===== src/rtl/fadd_result_collector.sv =====
// Result collector for a fixed-latency, non-stallable FP adder: tracks tags through the
// adder latency, captures results into a FWFT FIFO and throttles issue with credits.
module fadd_result_collector #(
  parameter int LATENCY = 4,
  parameter int DEPTH   = 8,
  parameter int TAG_W   = 4
) (
  input  logic                     clk,
  input  logic                     rst,
  input  logic                     s_valid,
  output logic                     s_ready,
  input  logic [TAG_W-1:0]         s_tag,
  output logic                     fadd_fire,
  input  logic [31:0]              fadd_result,
  output logic                     m_valid,
  input  logic                     m_ready,
  output logic [31:0]              m_result,
  output logic [TAG_W-1:0]         m_tag,
  output logic [3:0]               m_flags,
  output logic [$clog2(DEPTH):0]   outstanding,
  output logic                     err_overflow
);
  localparam int          AW      = $clog2(DEPTH);
  localparam int          EW      = 32 + TAG_W + 4;
  localparam logic [AW:0] ONE     = (AW+1)'(1);
  localparam logic [AW:0] CREDITS = (AW+1)'(DEPTH);

  // {nan, inf, zero, sign}; denormals fall through with only the sign bit.
  function automatic logic [3:0] fp_class(input logic [31:0] r);
    logic exp_max, exp_zero, mant_zero;
    exp_max   = &r[30:23];
    exp_zero  = ~|r[30:23];
    mant_zero = ~|r[22:0];
    return {exp_max & ~mant_zero, exp_max & mant_zero, exp_zero & mant_zero, r[31]};
  endfunction

  logic [LATENCY-1:0]       vld_q, vld_nxt;
  logic [LATENCY*TAG_W-1:0] tag_q, tag_nxt;
  logic [EW-1:0]            mem_q [DEPTH];
  logic [AW:0]              wr_ptr_q, wr_ptr_d, rd_ptr_q, rd_ptr_d, out_q, out_d;
  logic                     ovf_q, ovf_d;
  logic [EW-1:0]            last_q, last_d, head, disp;
  logic                     empty, full, cap, pop, wr_en;
  logic [TAG_W-1:0]         cap_tag;

  assign s_ready   = out_q < CREDITS;
  assign fadd_fire = s_valid & s_ready;

  if (LATENCY == 1) begin : g_lat1
    assign vld_nxt = fadd_fire;
    assign tag_nxt = s_tag;
  end else begin : g_latn
    assign vld_nxt = {vld_q[LATENCY-2:0], fadd_fire};
    assign tag_nxt = {tag_q[(LATENCY-1)*TAG_W-1:0], s_tag};
  end

  assign cap     = vld_q[LATENCY-1];
  assign cap_tag = tag_q[LATENCY*TAG_W-1 -: TAG_W];

  assign empty = (wr_ptr_q == rd_ptr_q);
  assign full  = (wr_ptr_q[AW] != rd_ptr_q[AW]) && (wr_ptr_q[AW-1:0] == rd_ptr_q[AW-1:0]);
  assign head  = mem_q[rd_ptr_q[AW-1:0]];
  assign pop   = m_valid & m_ready;
  // A full FIFO may still take a capture when its head leaves on the same edge.
  assign wr_en = cap & (~full | pop);

  // When empty the outputs keep showing the most recently popped entry.
  assign disp         = empty ? last_q : head;
  assign m_valid      = ~empty;
  assign m_result     = disp[EW-1 -: 32];
  assign m_tag        = disp[TAG_W+3:4];
  assign m_flags      = disp[3:0];
  assign outstanding  = out_q;
  assign err_overflow = ovf_q;

  always_comb begin
    wr_ptr_d = wr_ptr_q;
    rd_ptr_d = rd_ptr_q;
    out_d    = out_q;
    last_d   = last_q;
    ovf_d    = ovf_q;
    if (wr_en) wr_ptr_d = wr_ptr_q + ONE;
    if (pop) begin
      rd_ptr_d = rd_ptr_q + ONE;
      last_d   = head;
    end
    if (cap & full & ~pop) ovf_d = 1'b1;
    case ({fadd_fire, pop})
      2'b10:   out_d = out_q + ONE;
      2'b01:   if (out_q != '0) out_d = out_q - ONE;
      default: out_d = out_q;
    endcase
  end

  always_ff @(posedge clk or negedge rst) begin
    if (!rst) begin
      vld_q    <= '0;
      tag_q    <= '0;
      wr_ptr_q <= '0;
      rd_ptr_q <= '0;
      out_q    <= '0;
      ovf_q    <= 1'b0;
      last_q   <= '0;
    end else begin
      vld_q    <= vld_nxt;
      tag_q    <= tag_nxt;
      wr_ptr_q <= wr_ptr_d;
      rd_ptr_q <= rd_ptr_d;
      out_q    <= out_d;
      ovf_q    <= ovf_d;
      last_q   <= last_d;
    end
  end

  always_ff @(posedge clk) begin
    if (wr_en) mem_q[wr_ptr_q[AW-1:0]] <= {fadd_result, cap_tag, fp_class(fadd_result)};
  end

endmodule


===== config.mk =====
export PLATFORM = sky130hd
export DESIGN_NAME = fadd_result_collector
export DESIGN_NICKNAME = d
export VERILOG_FILES = /design/src/rtl/fadd_result_collector.sv
export SDC_FILE = /design/constraint.sdc
export NUM_CORES = 1
export LEC_CHECK = 0
export BUFFER_PORTS_ARGS = -buffer_cell sky130_fd_sc_hd__buf_2
export CORE_ASPECT_RATIO = 1.4
export CORE_MARGIN = 4
export CORE_UTILIZATION = 30
export DETAILED_ROUTE_END_ITERATION = 7
export GPL_TIMING_DRIVEN = 0
export MAX_ROUTING_LAYER = met4
export PLACE_DENSITY = 0.57
export SLEW_MARGIN = 20
export SYNTH_ARGS = -nofsm -noshare
export SYNTH_HDL_FRONTEND = slang
export SYNTH_SLANG_ARGS = --single-unit

===== constraint.sdc =====
create_clock -name clk -period 11.25 [get_ports clk]
set_input_delay 0.5625 -clock clk [delete_from_list [all_inputs] [get_ports clk]]
set_output_delay 0.5625 -clock clk [all_outputs]
set_load 0.005 [all_outputs]

# After elaboration in Yosys (flattened, before gate mapping)
# Memory sizes are Yosys's and may differ from the RTL's.
# Index checks and enable logic that the tools add are counted.
# Widths: inputs -> output; s select.
# classes
n_addsub	4
magnitude_cmp	1
eq_ne	6
n_mux	5
n_bitwise	12
reduce_logical	9
# op_table
cell	n
$mux 40	1
$reduce_or 23->1	1
$add 4x1->4 const B	3
$and 1x1->1	8
$pmux 4 s2	1
$reduce_and 8->1	1
$reduce_or 8->1	1
$eq 4x4->1	1
$lt 4x4->1 const B	1
$mux 4	1
$reduce_bool 4->1	1
$sub 4x1->4 const B	1
$eq 3x3->1	1
$not 1->1	3
$eq 2x1->1 const B	1
$eq 2x2->1 const B	1
$logic_not 1->1	2
$mux 1	2
$ne 2x2->1 const B	1
$reduce_and 2->1	1
$reduce_bool 2->1	1
$logic_and 1x1->1	1
$ne 1x1->1	1
$or 1x1->1	1
# word_totals
reg_bits	73
ramBits	320
in_bits	40
output_inout_bits	48
mem_count	1
# mem_list
name	words	width	read_ports	rd_ports_with_merged_regs	wr	line_no	source
mem_q	8	40	1	0	1	39	logic [EW-1:0] mem_q [DEPTH];

# Depth between registers and ports, before layout
# Gate-level depths: netlist of the first run.
# logic_depth
depth_word	7
depth_mapped	11
ltp_nobuf	8

# Worst setup path before layout of the first run
# OpenSTA, ideal clock, no wires.
# synth_path
path_kind	register to register
startpoint	reg wr_ptr_q[0]
endpoint	mem mem_q[4][0] (netlist name) (enable)
arrival_time_ps	5098
required_ps	10704
setup_slack_ps	5606
path_stages_with_launch	7
path_buffers	1
period_less_slack_ps	5644
cell_sequence	dfrtp_1 > buf_4 > xnor2_2 > nand2_1 > nor4_1 > nand2b_1 > nor4b_1
# synth_between
elab_chain_cells	7
# synth_rtl
element	line_no	source
start: declaration	40	logic [AW:0] wr_ptr_q, wr_ptr_d, rd_ptr_q, rd_ptr_d, out_q, out_d;
start signal: assignment	107	wr_ptr_q <= wr_ptr_d;
$eq 4x4->1 or $eq 3x3->1 (tied branches)	60, 61	
$not 1->1 or $logic_and 1x1->1 (tied branches)	69, 61	
$and 1x1->1 or $not 1->1 (tied branches)	63, 65	
$or 1x1->1	65	assign wr_en = cap & (~full | pop);
$and 1x1->1	65	
$mux 1	116	if (wr_en) mem_q[wr_ptr_q[AW-1:0]] <= {fadd_result, cap_tag, fp_class(fadd_result)};
$mux 1 (not written as such)	116	
end: declaration	39	
# Several ways; a longest one is shown, not always the timed one.

# Worst setup path in the final report of the first run
# layout_path
startpoint	reg rd_ptr_q[0]
endpoint	out m_result[31]
# layout_between
elab_chain_cells	2
# layout_rtl
element	line_no	source
start: declaration	40	
start signal: assignment	108	rd_ptr_q <= rd_ptr_d;
$mem_v2 8x40 or $eq 4x4->1 (tied branches)	n/a	
$mux 40 *	68	assign disp = empty ? last_q : head;
end: declaration	17	output logic [31:0] m_result,
# Mark *: on every way between the ends. The rest lies on a longest branch, timed or not.

==> results.md, run 1 <==
- The final count of hold timing violations is 0.
- From left edge to right edge, the die measures 195.6 um.
- STA classifies the critical path startpoint as a flop.
- The number of buffers inserted for hold repair after clock tree synthesis is 1.
- The via count of the first global-routing pass is 8293.
- Per report_power, the clock group accounts for 28.0% of the total.
- Sequential elements use 75.55% of the synthesized area.
- The number of standard cells after synthesis is 783.
- The area fraction of the dominant cell type after synthesis is 63.36%.
- Counting I/O delays and the setup requirement, the final critical path takes 3.484 ns.
- The run finished with clean final reports.
- The routed via count is 7748.
- Internal power comes to 3.018 mW.
- The area of the die is 52960 um^2.
- The count of nets left with antenna violations once routing finished came out at 0.
- The count of nets after finishing is 1005.
- The max-capacitance violation count is 0.
- The overall overflow remaining after global route is 0.
- The post-route setup TNS is 0 ns.
- The die outline height is 270.7 um.
- IR analysis of the VDD net gives a maximum drop of 0.1334 mV.
- The total setup buffers inserted after CTS is 0.
- The worst clock skew is 0.03037 ns.
- The first-pass GRT wire length is 53560 um.
- The power share of the combinational group is 32.5%.
- The setup path with the least slack is of type reg -> out.
- In this run the tightest slew margin relative to its limit is 28.78%.
- The weighted congestion reported at the end of routability-driven placement is 0.7098.
- The worst register-to-register path has a depth of 8.
- The library cell used most frequently in the layout, excluding fill and tap cells, is edfxtp_1.
- The total global-route track usage is 13.72%.
- The root buffer selected by CTS is clkbuf_16.
- TritonCTS built the clock tree.
- The mapped cell area is 14790 um^2.
- For this design the top-level I/O count stands at 88.
- The port buffer count is 87.
- The maximum root-to-sink buffer count is 3.
- The fraction of layout cells with a size suffix above 1 is 31.07%.
- By area the synthesized netlist is led by edfxtp_1 (63%), dfrtp_1 (12%), mux4_2 (12%).
- The synthesized design contains 312 enable-type register cells.
- The remaining routing DRC violations is 0.
- Counting every net in the synthesized netlist gives 826.
- The max-slew violation count is 0.
- The class of the worst hold path is in -> reg.
- Of the total power, the share spent switching nets is 31.55%.
- The initial antenna violation count is 6.
- In this run the core area contains 96 standard-cell rows.
- Clock-pin slew was measured on the worst setup and hold paths at 0.06 ns.
- The cell taking the most area after synthesis is edfxtp_1.
- The total of warnings raised by yosys is 0.
- The clock drives 384 sinks.
- The endpoint required time on the critical path is 10.69 ns.
- The core region area is 48890 um^2.
- The number of cells after detailed placement is 1560.
- Timing would allow up to 0.2870 GHz.
- The first detailed-routing pass ran for 4 iterations.
- The worst path uses 30.97% of the clock period.
- The vias per cell is 4.750.
- A synthesized cell averages 18.88 um^2.
- Per report_power, the sequential group accounts for 39.5% of the total.
- The largest net degree at the start of global routing is 44.
- The static power due to leakage is 6.271 nW.
- The insertion delay of the later-clocked pin in the worst-skew pair is 0.54 ns.
- The count of routing violations after the opening detailed-route iteration is 535.
- The fraction of registers with async set or reset after synthesis is 18.75%.
- The wire-length estimate of the detail-placed layout is 23980 um.
- The initial core utilization is 30.25%.
- The count of H-tree levels built during CTS is 2.
- At the pin with the least slew margin, the transition time is 1.068 ns.
- The worst-case hold slack is 0.1369 ns.
- For the worst setup path, the data arrival time is 2.92 ns.
- The maximum fanout along the worst path is 10.
- The area growth from synthesis to layout is 19.41%.
- Counting the fill cells in the layout gives 4514.
- For this block, the routed nets add up to 35490 um of wire.
- The count of placed standard cells in the final layout, fillers left out is 1631.
- The most used flip-flop cell after synthesis is edfxtp_1.
- Setup violations remaining at the end of the flow were counted as 0.
- The power per standard cell area is 249.7 nW/um^2.
- Dividing the detail-routed wire length by the instance count gives 21.76 um.
- STA classifies the critical path endpoint as an output port.
- Along the worst hold path, the cell count comes to 1.
- The analysis attributes to net switching a power of 1.391 mW.
- In the layout the commonest cells are edfxtp_1 (312), buf_2 (124), mux4_2 (78).
- Counting flops and latches in the post-synthesis netlist gives 384.
- After clock tree synthesis, the repair step resized 0 gates.
- Synthesis instantiated 36 different standard cells from the library.
- The clock buffer count from CTS is 36.
- Setup repair after global routing left no endpoint under its margin.
-- cells in the mapped netlist, types with 3 or more instances --
master and number:
nor4_1 11, dfrtp_1 72, nor2_1 45, buf_4 6, nand3_1 3, clkbuf_1 23, edfxtp_1 312, xnor2_1 7
nor3_1 6, mux2i_1 39, o21ai_0 39, nand4_1 5, inv_1 4, ha_1 3, nand2_1 45, a21oi_1 39
buf_2 16, xor2_1 5, mux4_2 78
-- critical path: stages (launching register included) --
cell and delay [ns]:
dfrtp_1 0.35, buf_2 0.25, buf_2 0.42, mux4_2 0.55, mux2i_1 0.36, a21oi_1 0.17
buf_4 0.18, buf_2 0.11
-- path summary, 6_finish.rpt --
| kind | startpoint | endpoint | slack (ns) |
|---|---|---|---|
| worst max register to register | wr_ptr_q[2]$_DFFE_PN0P_ | mem_q[0][33]$_DFFE_PP_ | 8.35 |
| max in group asynchronous | rst | last_q[17]$_DFFE_PN0N_ | 10.10 |
| worst min register to register | tag_q[1]$_DFF_PN0_ | tag_q[5]$_DFF_PN0_ | 0.35 |
| min in group asynchronous | rst | tag_q[3]$_DFF_PN0_ | 0.51 |
| worst max-delay path | rd_ptr_q[0]$_DFFE_PN0N_ | m_result[31] | 7.77 |
| worst min-delay path | s_tag[3] | tag_q[3]$_DFF_PN0_ | 0.14 |
-- layer usage --
| layer | vias to the layer above | global-route usage [%] | part of all wire [%] |
|---|---|---|---|
| li1 | 3446 | - | - |
| met1 | 4093 | 16.84 | 41 |
| met2 | 159 | 23.20 | 52 |
| met3 | 50 | 2.529 | 4.5 |
| met4 | 0 | 4.154 | 2.3 |
| met5 | - | - | 0 |
-- flip-flops by register name, summed over array words and instances, names as in the netlist --
name / cells
err_overflow: 1
last_q: 39
mem_q: 312
outstanding: 4
rd_ptr_q: 4
tag_q: 16
vld_q: 4
wr_ptr_q: 4
-- kinds of logic after synthesis --
family	count (synthesis)	share of synthesized area [%]
flip-flops	384	75.55
AO/OA/AOI/OAI	88	3.232
AND/OR/NAND/NOR	123	3.655
multiplexers	120	14.80
buffers and inverters	51	1.582
adder cells (fa/ha/maj)	3	0.2539
XOR/XNOR	14	0.9308
-- metrics by stage --
stage | setup WS (ns) | power [mW] | instance area [um^2] | util [%]
finish | 7.766 | 4.408 | 17660 | 36.12
detailed placement | 8.219 | 3.247 | 16450 | 33.65
global route | 7.551 | 4.652 | 17660 | 36.12
floorplan | 5.606 | 2.668 | 14790 | -
global placement | 0.6102 | 3.207 | 16020 | 32.77
CTS | 7.640 | 4.483 | 17640 | 36.07
-- layout make-up --
type	instances	area [um^2]	share of cell area (%)
Sequential cell	384	11170	63.27
Multi-Input combinational cell	348	3427	19.41
Clock buffer	44	930.9	5.272
Timing Repair Buffer	141	833.3	4.719
Tap cell	637	797.0	4.514
Clock inverter	20	246.5	1.396
Buffer	47	219.0	1.240
Inverter	4	17.52	0.09921
Antenna cell	6	15.01	0.08503
-- power groups by stage --
stage	logic [mW]	clock network, mW	registers (mW)
detailed placement	1.48	0	1.77
global placement	1.43	0	1.77
finish	1.43	1.24	1.74
CTS	1.48	1.26	1.74
global route	1.58	1.32	1.75
floorplan	0.910	0	1.76
Note: power is estimated with default switching activity, not from simulation.
==> inputs of run 2 (changes only) <==
Clock period 11.25 ns to 3.3 ns, I/O delays scaled along.
==> run 2 against run 1 <==
Wire length is 2.6% lower. Flip-flop and latch count did not move. Utilization up 0.78 points. Combinational power increased to 3.4 times the previous value. Register-to-register slack got worse by 8.0 ns. Clock skew down 0.019 ns. Sequential share of layout area shrank 1.3 points. Worst setup slack got worse by 7.5 ns. Total power rose to 3.4 times the previous value. Cell area up 2.2%. Hold slack worse by 0.11 ns. Critical path type unchanged. Largest cell class unchanged. Largest power group unchanged.
==> results.md, run 2 (synthesized netlist as in run 1, its figures left out) <==
- Setup violations remaining at the end of the flow were counted as 0.
- The worst-case register-to-register setup slack is 0.38 ns.
- The number of ports placed on the die boundary is 88.
- The static power due to leakage is 6.365 nW.
- The element type at the critical path end is an output port.
- Dividing the final minimum period by the clock period gives 92.07%.
- The end of the worst register-to-register path is mem_q[3][25]$_DFFE_PP_.
- The mean routed wirelength per cell is 20.87 um.
- The actual slew at the worst max-slew pin is 1.040 ns.
- The first-pass GRT wire length is 52430 um.
- Static timing analysis puts the maximum clock frequency at 0.3291 GHz.
- The count of buffers added on input and output ports is 87.
- In the final layout, flip-flops and latches occupy 11170 um^2.
- The most repeated library cell on the critical path is buf_2.
- The number of cell rows is 96.
- The post-route standard cell area excluding fillers is 18040 um^2.
- The max-capacitance violation count is 0.
- The clock reaches the later pin of the worst-skew pair after 0.53 ns.
- The area growth from synthesis to layout is 21.99%.
- The weighted congestion reported at the end of routability-driven placement is 0.7271.
- The run finished with clean final reports.
- The count of routing violations after the opening detailed-route iteration is 528.
- The origin of the critical flop-to-flop path is wr_ptr_q[2]$_DFFE_PN0P_.
- The post-layout minimum cycle time is 3.038 ns.
- The highest ir drop seen on vdd is 0.3339 mV.
- The final count of hold timing violations came to 0.
- The total setup buffers inserted after CTS is 0.
- The final core utilization is 36.90%.
- The cell depth of the worst min-delay path is 3.
- The clock tree from TritonCTS is yes.
- The root buffer selected by CTS is clkbuf_16.
- Setup slack on the critical path of the routed design comes to 0.2616 ns.
- In the global route stage, overall resource usage came out at 13.41%.
- The normalized max-slew margin is 30.67%.
- The first-pass iteration count of the detailed router is 5.
- The placed wire-length estimate after detailed placement is 23490 um.
- The count of H-tree levels built during CTS is 2.
- The post-placement worst setup slack is 0.3674 ns.
- The final layout contains 1031 nets.
- Setup repair after global routing left no endpoint under its margin.
- The worst min-delay path startpoint is s_valid.
- The maximum root-to-sink buffer count is 3.
- The path class of the tightest hold or removal check is in -> reg.
- The critical path in this run is classified as reg -> out.
- The critical path data arrival time is 2.87 ns.
- After detailed routing, the number of vias per cell comes to 4.715.
- Counting the fill cells in the layout gives 4518.
- For the worst setup path, the data required time is 3.13 ns.
- The largest net degree at the start of global routing is 45.
- The path with the worst hold slack has its endpoint at outstanding[3]$_DFFE_PN0P_.
- Clock tree synthesis found a total of 384 sinks.
- From bottom edge to top edge, the die measures 270.7 um.
- The element type at the critical path start is a flop.
- The overall overflow remaining after global route is 0.
- Traced cell by cell, the critical path runs through buf_2, buf_2, mux4_2, mux2i_1, a21oi_1, buf_4, buf_2.
- The initial antenna violation count was 3.
- The area of the die is 52960 um^2.
- Once detail routing completed, the nets flagged for antenna violations numbered 0.
- The initial core utilization is 30.25%.
- The core region area is 48890 um^2.
- The overall routed net length is 34560 um.
- For this run, design rule violations remaining after detail routing come to 0.
- After clock tree synthesis, the clock-pin slew on the worst setup and hold paths is 0.07 ns.
- The via count of the first global-routing pass is 8208.
- The register with the most flip-flops in the layout has 312 of them.
- The fraction of layout cells with a size suffix above 1 is 29.13%.
- For this run, the slowest stage of the critical path takes 0.56 ns.
- The slowest stage cell on the critical path is mux4_2.
- The max-slew violation count is 0.
- On the final layout, the worst clock skew is 0.01181 ns.
- The maximum fanout along the worst path is 10.
- Dividing total power by cell area gives a power density of 821.7 nW/um^2.
- The area after detailed placement is 16520 um^2.
- Counting the buffers created by CTS gives 36.
- The library cell used most frequently in the layout, excluding fill and tap cells, is edfxtp_1.
- The routed via count is 7808.
- Measured along the x axis, the die boundary spans 195.6 um.
- The depth of the most critical reg-to-reg path is 8.
- The library cells used most frequently in the layout, excluding fill and tap cells, are edfxtp_1 (312), buf_2 (102), mux4_2 (78).
- The area of combinational cells with multiple inputs is 3453 um^2.
-- run 2: final cells by class --
type,count,share of cell area (%)
sequential,384,61.93
multi-input combinational,348,19.14
timing repair buffer,167,6.936
clock buffer,46,5.438
tap,637,4.418
buffer,47,1.214
clock inverter,20,0.7838
inverter,4,0.09711
antenna,3,0.04162
-- run 2: worst max path at each step --
| stage | startpoint | to | slack (ns) | cells past startpoint |
|---|---|---|---|---|
| 2_1_floorplan | wr_ptr_q[1]$_DFFE_PN0P_ | mem_q[6][0]$_DFFE_PP_ | -1.22 | 6 |
| 3_3_place_gp | rd_ptr_q[0]$_DFFE_PN0N_ | mem_q[6][25]$_DFFE_PP_ | -4.72 | 6 |
| 3_5_place_dp | wr_ptr_q[2]$_DFFE_PN0P_ | mem_q[3][25]$_DFFE_PP_ | 0.37 | 8 |
| 4_1_cts | rd_ptr_q[0]$_DFFE_PN0N_ | m_result[31] | 0.13 | 7 |
| 5_1_grt | rd_ptr_q[0]$_DFFE_PN0N_ | m_result[31] | 0.02 | 7 |
| 6_report | rd_ptr_q[0]$_DFFE_PN0N_ | m_result[31] | 0.26 | 7 |
-- run 2: critical path, delay by kind of cell, from the launching register on --
kind            cells  cell delay [ns]
compound gates      1             0.18
buf+inv             4             0.94
flops               1             0.35
mux                 2             0.90
-- run 2: power by group --
group / leakage, nW / switching (mW) / total, mW / internal [mW]
clock: 0.548 / 1.77 / 3.97 / 2.20
sequential: 3.70 / 0.212 / 5.93 / 5.72
combinational: 2.12 / 2.73 / 4.92 / 2.19
total: 6.36 / 4.71 / 14.8 / 10.1
-- run 2: metrics by stage --
step           hold slack (ns)  setup TNS [ns]  power [mW]  std cells
2_1_floorplan          -0.1306         -215.83       9.103        783
4_1_cts               0.007589               0       15.09       1653
3_3_place_gp            0.2731        -1040.95       10.92       1507
3_5_place_dp            0.1176               0       11.07       1549
5_1_grt                0.02823               0       15.67       1656
6_report               0.02495               0       14.82       1656
-- run 2: routing by layer --
layer	GRT usage [%]	share of wire, %
met2	22.78	52
met3	2.080	4.1
met4	4.044	2.5
met1	16.64	41
met5	-	0
-- run 2: what timing repair did --
item	4_1_cts	5_1_grt
hold buffers	38	0
endpoints found under the setup margin	0	0
endpoints found under the hold margin	333	0
gates resized for setup	0	0
==> inputs of run 3 (changes only) <==
Settings changed: CORE_UTILIZATION 30 to 55, PLACE_DENSITY 0.57 to 0.85.
==> run 3 against run 2 <==
Combinational power is 3% higher. Fmax is 1.3% lower. Critical endpoint unchanged. Via count is 8.5% higher. Highest routed layer unchanged. Global-route usage is 13 points higher. Largest power group unchanged.
==> results.md, run 3 (synthesized netlist as in run 1, its figures left out) <==
- The flow ran to the end, and the final reports show no timing, DRC or antenna violations.
- In this run the standard cell core region covers 26280 um^2.
- The via count of the first global-routing pass is 8961.
- The worst min-delay path startpoint is fadd_result[1].
- The die outline height is 202.0 um.
- The port buffer count is 87.
- In this run switching power makes up 32.49% of total power.
- Once the floorplan was initialized, standard cells occupied 56.28% of the core.
- The number of resized instances in the post-cts repair step is 0.
- The weighted congestion reported at the end of routability-driven placement is 0.7665.
- The overall overflow remaining after global route is 0.
- For this block, the initial DRC count from the detailed router was 1129.
- Buffers inserted during clock tree synthesis total 35.
- The count of placed standard cells in the final layout, fillers left out is 1328.
- The clock tree from TritonCTS is yes.
- The share of total power dissipated in sequential elements is 39.8%.
- The library cell used most frequently in the layout, excluding fill and tap cells, is edfxtp_1.
- Subtracting the final worst setup slack from the clock period gives 3.077 ns.
- Once layout is done, the placed cells without fillers occupy 17550 um^2.
- For this run, design rule violations remaining after detail routing come to 0.
- Hold is met by 0.02385 ns.
- The max-slew violation count came to 0.
- The maximum root-to-sink buffer count is 3.
- Once placement finished, the instance area stood at 16070 um^2.
- The count of nets after finishing is 1022.
- The final core utilization is 66.80%.
- Data on the critical path arrives at its endpoint at 2.91 ns.
- The vias per cell is 6.382.
- The origin of the critical flop-to-flop path is wr_ptr_q[2]$_DFFE_PN0P_.
- The register with the most flip-flops in the layout has 312 of them.
- After clock tree synthesis, the flow added hold-fix buffers numbering 37.
- Setup repair after global routing left no endpoint under its margin.
- For this block, the routed nets add up to 36870 um of wire.
- Once the clock tree was built, the setup fixing pass inserted 0 buffers.
- From synthesis to final layout, the design area changed by 18.70%.
- In this run the critical register-to-register path is captured at mem_q[4][20]$_DFFE_PP_.
- In the layout the commonest cells are edfxtp_1 (312), buf_2 (102), mux4_2 (78).
- Clock-pin slew was measured on the worst setup and hold paths at 0.06 ns.
- The worst register-to-register path has a depth of 7.
- The setup path with the least slack is of type reg -> out.
- Of the total power, combinational logic draws 33.7%.
- The clock sink total is 384.
- The worst setup path is captured at an output port.
- The terminating pin of the worst hold path is mem_q[0][9]$_DFFE_PP_.
- The path class of the tightest hold or removal check is in -> reg.
- Cell internal power was estimated by the tool at 10.14 mW.
- The area of the die is 29610 um^2.
- Counting instances, the worst hold path has a depth of 1.
- Dividing total power by cell area gives a power density of 855.5 nW/um^2.
- The total global-route track usage is 26.18%.
- The final count of hold timing violations came to 0.
- The largest net degree at the start of global routing is 51.
- The detailed router placed 8475 vias in this run.
- Dividing the detail-routed wire length by the instance count gives 27.77 um.
- In this run the worst path has a maximum fanout of 10.
- The worst-case register-to-register setup slack is 0.40 ns.
- Setup violations remaining at the end of the flow were counted as 0.
- The worst-case IR drop observed on VDD is 0.5233 mV.
- For the final routed database, the setup TNS stands at 0 ns.
- The antenna diode count is 0.
- On the final layout, the worst clock skew is 0.02370 ns.
- Summed over all cells, the static leakage comes to 6.306 nW.
- Counting tap cells, the placed design contains a total of 1229 instances.
- The wire-length estimate of the detail-placed layout is 21330 um.
- In this run the horizontal extent of the chip is 146.6 um.
- The first global-routing pass estimated 56570 um of wire.
- For this run, the detailed router's first-pass iteration total came to 6.
- The endpoint required time on the critical path is 3.13 ns.
- The root buffer selected by CTS is clkbuf_16.
- Derived from the worst setup path, the maximum achievable clock frequency is 0.3250 GHz.
- The clock network burns 26.6% of the power.
- After floorplanning, the core was divided into 70 placement rows.
- STA classifies the critical path startpoint as a flop.
- The insertion delay of the later-clocked pin in the worst-skew pair is 0.53 ns.
- The count of H-tree levels built during CTS is 2.
- The fraction of layout cells with a size suffix above 1 is 28.49%.
- Across the run, the number of max-cap violations was 0.
- Summed over all nets, the switching power comes to 4.878 mW.
- The normalized max-slew margin is 29.96%.
- The initial antenna violation count is 0.
- For the pin with the worst max-slew slack, the measured transition is 1.043 ns.
- The count of nets left with antenna violations once routing finished came out at 0.
- The share of the cycle needed by the critical path after routing is 93.24%.
- 88 I/O pins were placed.
run 3: cell types whose count changed in the layout (fill, tap and decap cells not counted), moves of 2 or more:
cell	change
buf_6	-10
buf_8	+2
clkbuf_8	+4
clkinv_1	-2
clkinv_2	-6
diode_2	-3
run 3: how the worst max path moves through the flow:
stage / depth (start not counted) / to / startpoint / slack [ns]
CTS: 7 / m_result[31] / rd_ptr_q[0]$_DFFE_PN0N_ / 0.19
global placement: 6 / mem_q[6][26]$_DFFE_PP_ / rd_ptr_q[0]$_DFFE_PN0N_ / -3.92
finish: 7 / m_result[31] / rd_ptr_q[0]$_DFFE_PN0N_ / 0.22
detailed placement: 7 / mem_q[4][23]$_DFFE_PP_ / wr_ptr_q[2]$_DFFE_PN0P_ / 0.45
floorplan: 6 / mem_q[6][0]$_DFFE_PP_ / wr_ptr_q[1]$_DFFE_PN0P_ / -1.22
global route: 7 / m_result[31] / rd_ptr_q[0]$_DFFE_PN0N_ / 0.05
run 3: power by group through the flow:
stage / sequential [mW] / clock [mW] / combinational [mW]
after floorplan: 5.99 / 0 / 3.11
after global placement: 6.02 / 0 / 4.64
after detailed placement: 6.05 / 0 / 4.87
after CTS: 5.96 / 4.03 / 5.05
after global routing: 6.01 / 4.23 / 5.44
final: 5.97 / 3.99 / 5.05
run 3: metal layers:
metal / wire length [um] / GRT usage, %
met1: 13190 / 32.72
met3: 2939 / 4.059
met5: 0 / -
met2: 18950 / 42.82
met4: 1791 / 11.94
run 3: final cells by class:
cell class	count	area [um^2]
clock inverter	12	95.09
clock buffer	50	1015
tap	324	405.4
timing repair buffer	159	1179
multi-input combinational	348	3453
sequential	384	11170
inverter	4	15.01
fill	1636	8723
buffer	47	219.0
run 3: critical path, stage by stage (launching register included):
cell	delay [ns]
dfrtp_1	0.34
buf_2	0.26
buf_2	0.44
mux4_2	0.58
mux2i_1	0.32
a21oi_1	0.16
buf_4	0.17
buf_2	0.11
run 3: through the flow:
stage	setup slack, ns	power, mW
floorplan	-1.216	9.103
global placement	-3.918	10.67
detailed placement	0.4481	10.91
CTS	0.1946	15.04
global route	0.04532	15.69
finish	0.2231	15.02
